## src/rtl/bitpack_pkg.sv

```systemverilog
// Shared constants, FSM state type and helpers for the bit-packing FIFO scheduler.
package bitpack_pkg;

    localparam int unsigned FIFO_BITS = 512;
    localparam int unsigned WORD_BITS = 128;
    localparam int unsigned IN_BITS   = 256;
    localparam int unsigned SIZE_W    = 9;
    localparam int unsigned OCC_W     = 10;

    typedef enum logic [1:0] {ARB, RD_WAIT, PAD, FLUSHED} state_t;

    // Zero bits needed to round a partial tail up to one whole read word.
    function automatic logic [SIZE_W-1:0] pad_bits(input logic [OCC_W-1:0] fill);
        logic [OCC_W-1:0] diff;
        diff = OCC_W'(WORD_BITS) - fill;
        return diff[SIZE_W-1:0];
    endfunction

endpackage

```

## src/rtl/bitpack_fifo_scheduler_arb.sv

```systemverilog
// Round-robin arbiter with per-request eligibility; pointer moves past the winner on grant.
module rr_arbiter_masked #(
    parameter int unsigned N_REQ = 4,
    parameter int unsigned IDX_W = (N_REQ > 1) ? $clog2(N_REQ) : 1
) (
    input  logic             clk,
    input  logic             rst,
    input  logic [N_REQ-1:0] req,
    input  logic [N_REQ-1:0] eligible,
    input  logic             advance,
    output logic [N_REQ-1:0] gnt,
    output logic             gnt_valid,
    output logic [IDX_W-1:0] gnt_idx
);

    logic [IDX_W-1:0] ptr_q, ptr_d;
    int unsigned      scan;

    always_comb begin
        gnt_valid = 1'b0;
        gnt_idx   = '0;
        scan      = 0;
        for (int unsigned k = 0; k < N_REQ; k++) begin
            scan = (int'(ptr_q) + k) % N_REQ;
            if (!gnt_valid && req[scan] && eligible[scan]) begin
                gnt_valid = 1'b1;
                gnt_idx   = IDX_W'(scan);
            end
        end
        gnt = '0;
        if (gnt_valid) begin
            gnt[gnt_idx] = 1'b1;
        end
    end

    always_comb begin
        ptr_d = ptr_q;
        if (advance && gnt_valid) begin
            ptr_d = (int'(gnt_idx) == int'(N_REQ) - 1) ? '0 : gnt_idx + IDX_W'(1);
        end
    end

    always_ff @(posedge clk or posedge rst) begin
        if (rst) begin
            ptr_q <= '0;
        end else begin
            ptr_q <= ptr_d;
        end
    end

endmodule

```

## src/rtl/bitpack_fifo_scheduler.sv

```systemverilog
// Schedules N producers' variable-size chunks into a shared bit-packing FIFO and drains
// it as fixed words into a one-entry valid/ready output stage, with zero-padded flush.
module bitpack_fifo_scheduler
    import bitpack_pkg::*;
#(
    parameter int unsigned N_REQ = 4
) (
    input  logic                      clk,
    input  logic                      rst,
    input  logic [N_REQ-1:0]          req_valid,
    input  logic [N_REQ*IN_BITS-1:0]  req_data,
    input  logic [N_REQ*SIZE_W-1:0]   req_size,
    output logic [N_REQ-1:0]          req_ack,
    output logic [IN_BITS-1:0]        fifo_wdata,
    output logic [SIZE_W-1:0]         fifo_wsize,
    output logic                      fifo_we,
    output logic                      fifo_re,
    input  logic [WORD_BITS-1:0]      fifo_rdata,
    output logic                      out_valid,
    output logic [WORD_BITS-1:0]      out_data,
    input  logic                      out_ready,
    input  logic                      flush,
    output logic                      flush_done,
    output logic [OCC_W-1:0]          occ
);

    localparam int unsigned IDX_W = (N_REQ > 1) ? $clog2(N_REQ) : 1;

    state_t                 state_q, state_d;
    logic [OCC_W-1:0]       occ_q, occ_d;
    logic [N_REQ-1:0]       ack_q, ack_d;
    logic                   we_q, we_d, re_q, re_d;
    logic [IN_BITS-1:0]     wdata_q, wdata_d;
    logic [SIZE_W-1:0]      wsize_q, wsize_d;
    logic                   cap_q, cap_d;
    logic                   out_valid_q, out_valid_d;
    logic [WORD_BITS-1:0]   out_data_q, out_data_d;
    logic                   done_q, done_d;

    logic [N_REQ-1:0]       eligible;
    logic [N_REQ-1:0]       gnt;
    logic                   gnt_valid;
    logic [IDX_W-1:0]       gnt_idx;
    logic                   grant_en;
    logic [SIZE_W-1:0]      sz_i, gnt_size;
    logic                   slot_free, rd_ok;

    // A requester acked this cycle still shows its old chunk, so it is masked out.
    always_comb begin
        eligible = '0;
        sz_i     = '0;
        for (int unsigned i = 0; i < N_REQ; i++) begin
            sz_i        = req_size[i*SIZE_W +: SIZE_W];
            eligible[i] = !ack_q[i] && (OCC_W'(sz_i) + occ_q <= OCC_W'(FIFO_BITS - 1));
        end
    end

    rr_arbiter_masked #(
        .N_REQ (N_REQ),
        .IDX_W (IDX_W)
    ) u_arb (
        .clk       (clk),
        .rst       (rst),
        .req       (req_valid),
        .eligible  (eligible),
        .advance   (grant_en),
        .gnt       (gnt),
        .gnt_valid (gnt_valid),
        .gnt_idx   (gnt_idx)
    );

    assign gnt_size  = req_size[int'(gnt_idx)*SIZE_W +: SIZE_W];
    // A word still being captured occupies the slot even though out_valid is low.
    assign slot_free = !cap_q && (!out_valid_q || out_ready);
    assign rd_ok     = occ_q >= OCC_W'(WORD_BITS);

    always_comb begin
        state_d  = state_q;
        occ_d    = occ_q;
        ack_d    = '0;
        we_d     = 1'b0;
        re_d     = 1'b0;
        wdata_d  = '0;
        wsize_d  = '0;
        cap_d    = 1'b0;
        done_d   = 1'b0;
        grant_en = 1'b0;
        case (state_q)
            ARB: begin
                if (rd_ok && slot_free) begin
                    re_d    = 1'b1;
                    occ_d   = occ_q - OCC_W'(WORD_BITS);
                    state_d = RD_WAIT;
                end else if (!flush) begin
                    grant_en = 1'b1;
                    if (gnt_valid) begin
                        ack_d = gnt;
                        if (gnt_size != '0) begin
                            we_d    = 1'b1;
                            wdata_d = req_data[int'(gnt_idx)*IN_BITS +: IN_BITS];
                            wsize_d = gnt_size;
                            occ_d   = occ_q + OCC_W'(gnt_size);
                        end
                    end
                end else if (occ_q != '0 && !rd_ok) begin
                    state_d = PAD;
                end else if (occ_q == '0 && !out_valid_q && !cap_q) begin
                    done_d  = 1'b1;
                    state_d = FLUSHED;
                end
            end
            RD_WAIT: begin
                cap_d   = 1'b1;
                state_d = ARB;
            end
            PAD: begin
                we_d    = 1'b1;
                wsize_d = pad_bits(occ_q);
                occ_d   = OCC_W'(WORD_BITS);
                state_d = ARB;
            end
            FLUSHED: begin
                if (!flush) begin
                    state_d = ARB;
                end
            end
            default: state_d = ARB;
        endcase
    end

    always_comb begin
        out_valid_d = out_valid_q;
        out_data_d  = out_data_q;
        if (cap_q) begin
            out_valid_d = 1'b1;
            out_data_d  = fifo_rdata;
        end else if (out_valid_q && out_ready) begin
            out_valid_d = 1'b0;
        end
    end

    always_ff @(posedge clk or posedge rst) begin
        if (rst) begin
            state_q     <= ARB;
            occ_q       <= '0;
            ack_q       <= '0;
            we_q        <= 1'b0;
            re_q        <= 1'b0;
            wdata_q     <= '0;
            wsize_q     <= '0;
            cap_q       <= 1'b0;
            out_valid_q <= 1'b0;
            out_data_q  <= '0;
            done_q      <= 1'b0;
        end else begin
            state_q     <= state_d;
            occ_q       <= occ_d;
            ack_q       <= ack_d;
            we_q        <= we_d;
            re_q        <= re_d;
            wdata_q     <= wdata_d;
            wsize_q     <= wsize_d;
            cap_q       <= cap_d;
            out_valid_q <= out_valid_d;
            out_data_q  <= out_data_d;
            done_q      <= done_d;
        end
    end

    assign req_ack    = ack_q;
    assign fifo_we    = we_q;
    assign fifo_re    = re_q;
    assign fifo_wdata = wdata_q;
    assign fifo_wsize = wsize_q;
    assign out_valid  = out_valid_q;
    assign out_data   = out_data_q;
    assign flush_done = done_q;
    assign occ        = occ_q;

    // The FIFO drops a write issued in the same cycle as a read.
    we_re_excl: assert property (@(posedge clk) disable iff (rst) !(fifo_we && fifo_re));

endmodule

```

## config.mk

```make
export PLATFORM = sky130hd
export DESIGN_NAME = bitpack_fifo_scheduler
export DESIGN_NICKNAME = d
export VERILOG_FILES = /design/src/rtl/bitpack_pkg.sv /design/src/rtl/bitpack_fifo_scheduler_arb.sv /design/src/rtl/bitpack_fifo_scheduler.sv
export SDC_FILE = /design/constraint.sdc
export NUM_CORES = 1
export LEC_CHECK = 0
export CORE_AREA = 3 3 631 633
export CTS_BUF_LIST = sky130_fd_sc_hd__clkbuf_4
export CTS_CLUSTER_DIAMETER = 150
export DETAILED_ROUTE_END_ITERATION = 12
export DIE_AREA = 0 0 634 636
export PLACE_DENSITY_LB_ADDON = 0.15
export SKIP_CTS_REPAIR_TIMING = 1
export SYNTH_ARGS = -nofsm -noshare
export SYNTH_HDL_FRONTEND = slang
export SYNTH_SLANG_ARGS = --single-unit
```

## constraint.sdc

```tcl
create_clock -name clk -period 17.7 [get_ports clk]
set_input_delay 1.77 -clock clk [delete_from_list [all_inputs] [get_ports clk]]
set_output_delay 1.77 -clock clk [all_outputs]
set_load 0.005 [all_outputs]
```

==> run summary <==
Library cells used by synthesis -> 65
Final period util -> 41.8%
Post-synth top area cell -> dfrtp_1
H-tree levels -> 4
Global-route wire length before repair -> 378 mm
Final Hold Viols -> 0
Main area contributors after synthesis -> dfrtp_1 45%, nand2_1 17%, nand3_1 12%, and3_1 6.9%, mux2_2 6.2%
First-pass iteration count of the detailed router -> 6
Placed insts -> 9534
DP HPWL -> 258 mm
P&R area growth vs syn -> 104%
Layout Cells excl Fill -> 9884
Final antenna-violating net count -> 0
Mapped Area -> 23200 sq um
Initial Utilization -> 5.92%
Total power -> 8.79 mW
Area of the die -> 403000 sq um
Seq cells post-synth -> 416
Setup TNS -> 0 ps
CP max FO -> 74
Synth async-reset ratio -> 100%
# DRC -> 0
Max-Cap Viols -> 0
RSZ-0062 raised after global routing -> no
Post-synthesis sequential area ratio -> 44.8%
# rows -> 230
Crit end category -> register
Buf/Inv on CP -> 7
Clk buf depth -> 4
Relative slew slack -> 20.1%
Final #Nets -> 5731
Most common cell on crit path -> buf_4
Initial antenna violation count -> 226
CTS Buf Count -> 167
Final setup fails -> 0
GRT Total Usage -> 14.5%
GR Overflow Total -> 0
Horiz. Die Dim -> 634 um
Port bufs -> 1606
Crit-path cells -> clkdlybuf4s50_1 -> ha_1 -> nand2_1 -> o21ai_0 -> a311oi_2 -> a211oi_4 -> or2_1 -> buf_4 -> nor2_4 -> buf_4 -> inv_8 -> buf_4 -> buf_4 -> buf_4 -> nand2_1 -> nand3_1 -> and3_1
Fmax achieved -> 0.135 GHz
Vias per std cell -> 3.07
Clock Latency Late Sink -> 1280 ps
Pins over their slew limit -> 0
Worst hold path startpoint -> out_data[74]
Most common cell in the netlist -> nand2_1
Leakage -> 19.3 nW
Clk Tree Root Cell -> clkbuf_4
Worst EP required -> 18760 ps
Hold Crit Class -> register to register
Min cycle time layout -> 7400 ps
Worst clock skew -> 196 ps
Avg Cell Area, Syn -> 8.03 sq um
DRT iter0 DRCs -> 1948
Die height -> 636 um
Pwr/cell area -> 185 nW/um^2
Synth top cells by count -> 1050 x nand2_1, 542 x nand3_1, 416 x dfrtp_1, 257 x and3_1, 179 x clkbuf_1
CTS tree -> yes
Post-synth EDFFs -> 0
Critical path's top delay family -> buffers and inverters
Slowest stage delay, CP -> 830 ps
Routed vias -> 30300
Critical R2R Launch -> occ[1]
Total wire length after detailed routing -> 303 mm
Top FF cell, synth -> dfrtp_1
Share of layout cells above drive strength 1 -> 9.49%
Vias in the first global route -> 31600
CTS sink cnt -> 416
Clk pin slew, worst setup/hold paths -> 50 ps
Slew of the pin with the lowest slew margin -> 1200 ps
Worst Setup Start Kind -> input pin
Syn Nets -> 4143
CP Class -> input pin to register
Synth warnings -> 0
Gate Count Post-Synth -> 2895
Setup crit start -> req_size[2]
Worst IR drop on VDD -> 0.249 mV
Status -> finished clean
Final RePlAce weighted congestion -> 0.953
IO Count -> 1607
Worst path arrival time -> 8460 ps
Share of the synthesized area in the top cell type -> 44.8%
Slowest CP cell -> buf_4
Core ar. -> 393000 sq um
WL per Instance -> 30.7 um
Largest net degree at the start of global routing -> 130
## metal layers
layer | global-route usage, % | vias up | share of wire (%)
met5 | 0 | - | 0.36
met2 | 26.5 | 1431 | 51
met1 | 15.5 | 15000 | 36
met4 | 4.24 | 158 | 3.6
met3 | 5.27 | 589 | 8.5
li1 | - | 13100 | -
## final timing paths
check	endpoint	slack, ps	depth (start not counted)
max in group asynchronous	fifo_wdata[205]	13870	5
min	out_data[74]	500	1
min reg2reg	out_data[74]	500	1
min in group asynchronous	fifo_wdata[55]	1000	2
max	fifo_wdata[60]	10300	17
max reg2reg	fifo_wdata[86]	10790	16
## worst reg2reg max path: cells and delay by family (launching register included)
family                   cells  cell delay (ps)
AO/OA/AOI/OAI                7             2140
adder cells (fa/ha/maj)      1              350
flip-flops                   1              700
AND/OR/NAND/NOR              3              690
buffers and inverters        5             2870
## logic make-up after synthesis
logic type | share of synthesized area (%)
multiplexers | 6.24
AND/OR/NAND/NOR | 37.4
AO/OA/AOI/OAI | 3.92
adder cells (fa/ha/maj) | 2.83
flip-flops | 44.8
XOR/XNOR | 0.490
buffers and inverters | 4.35
## flip-flops by register name, indices dropped and copies added, names as in the netlist
register,flops
out_valid,1
u_arb.ptr_q,2
fifo_wsize,9
out_data,128
fifo_re,1
req_ack,4
fifo_wdata,256
cap_q,1
flush_done,1
fifo_we,1
occ,10
state_q,2
## final cells by class
| class | instances | area [sq um] |
|---|---|---|
| antenna | 81 | 203 |
| clock buffer | 236 | 1770 |
| clock inverter | 33 | 219 |
| fill | 45500 | 345000 |
| inverter | 17 | 91.3 |
| multi-input combinational | 2235 | 11800 |
| sequential | 416 | 10400 |
| tap | 5220 | 6530 |
| timing repair buffer | 1646 | 16400 |
## where the power goes
group          leakage, nW  switching, mW  total (mW)  internal, mW
Combinational         12.7           3.85        5.91          2.06
Clock                 1.18          0.626        1.27         0.644
Sequential            5.44          0.263        1.60          1.34
## placed cells by master, fill, tap and decap left out, drive strengths merged, types with 9 or more instances in the layout
master,netlist,layout
clkbuf,179,236
ha,51,51
o21ai,30,30
xnor2,9,9
a32oi,12,12
nor2,21,21
buf,48,40
diode,0,81
nand2,1050,1050
nand2b,10,10
and2,14,14
clkinv,1,25
a21oi,32,32
and3,257,257
dfrtp,416,416
mux2,128,128
clkdlybuf4s50,0,1606
nand3,542,542
inv,16,19
## stage by stage
stage | hold WS [ps] | utilization [%] | instance area (sq um) | worst slack (ps)
after global placement | 488 | 11.5 | 45300 | 9150
after floorplan | 474 | - | 23200 | 4350
after detailed placement | 495 | 11.5 | 45300 | 9210
final | 502 | 12.1 | 47500 | 10300
after global routing | 510 | 12.1 | 47400 | 10190
after CTS | 473 | 12.0 | 47300 | 10650
Note: power is estimated with default switching activity, not from simulation.
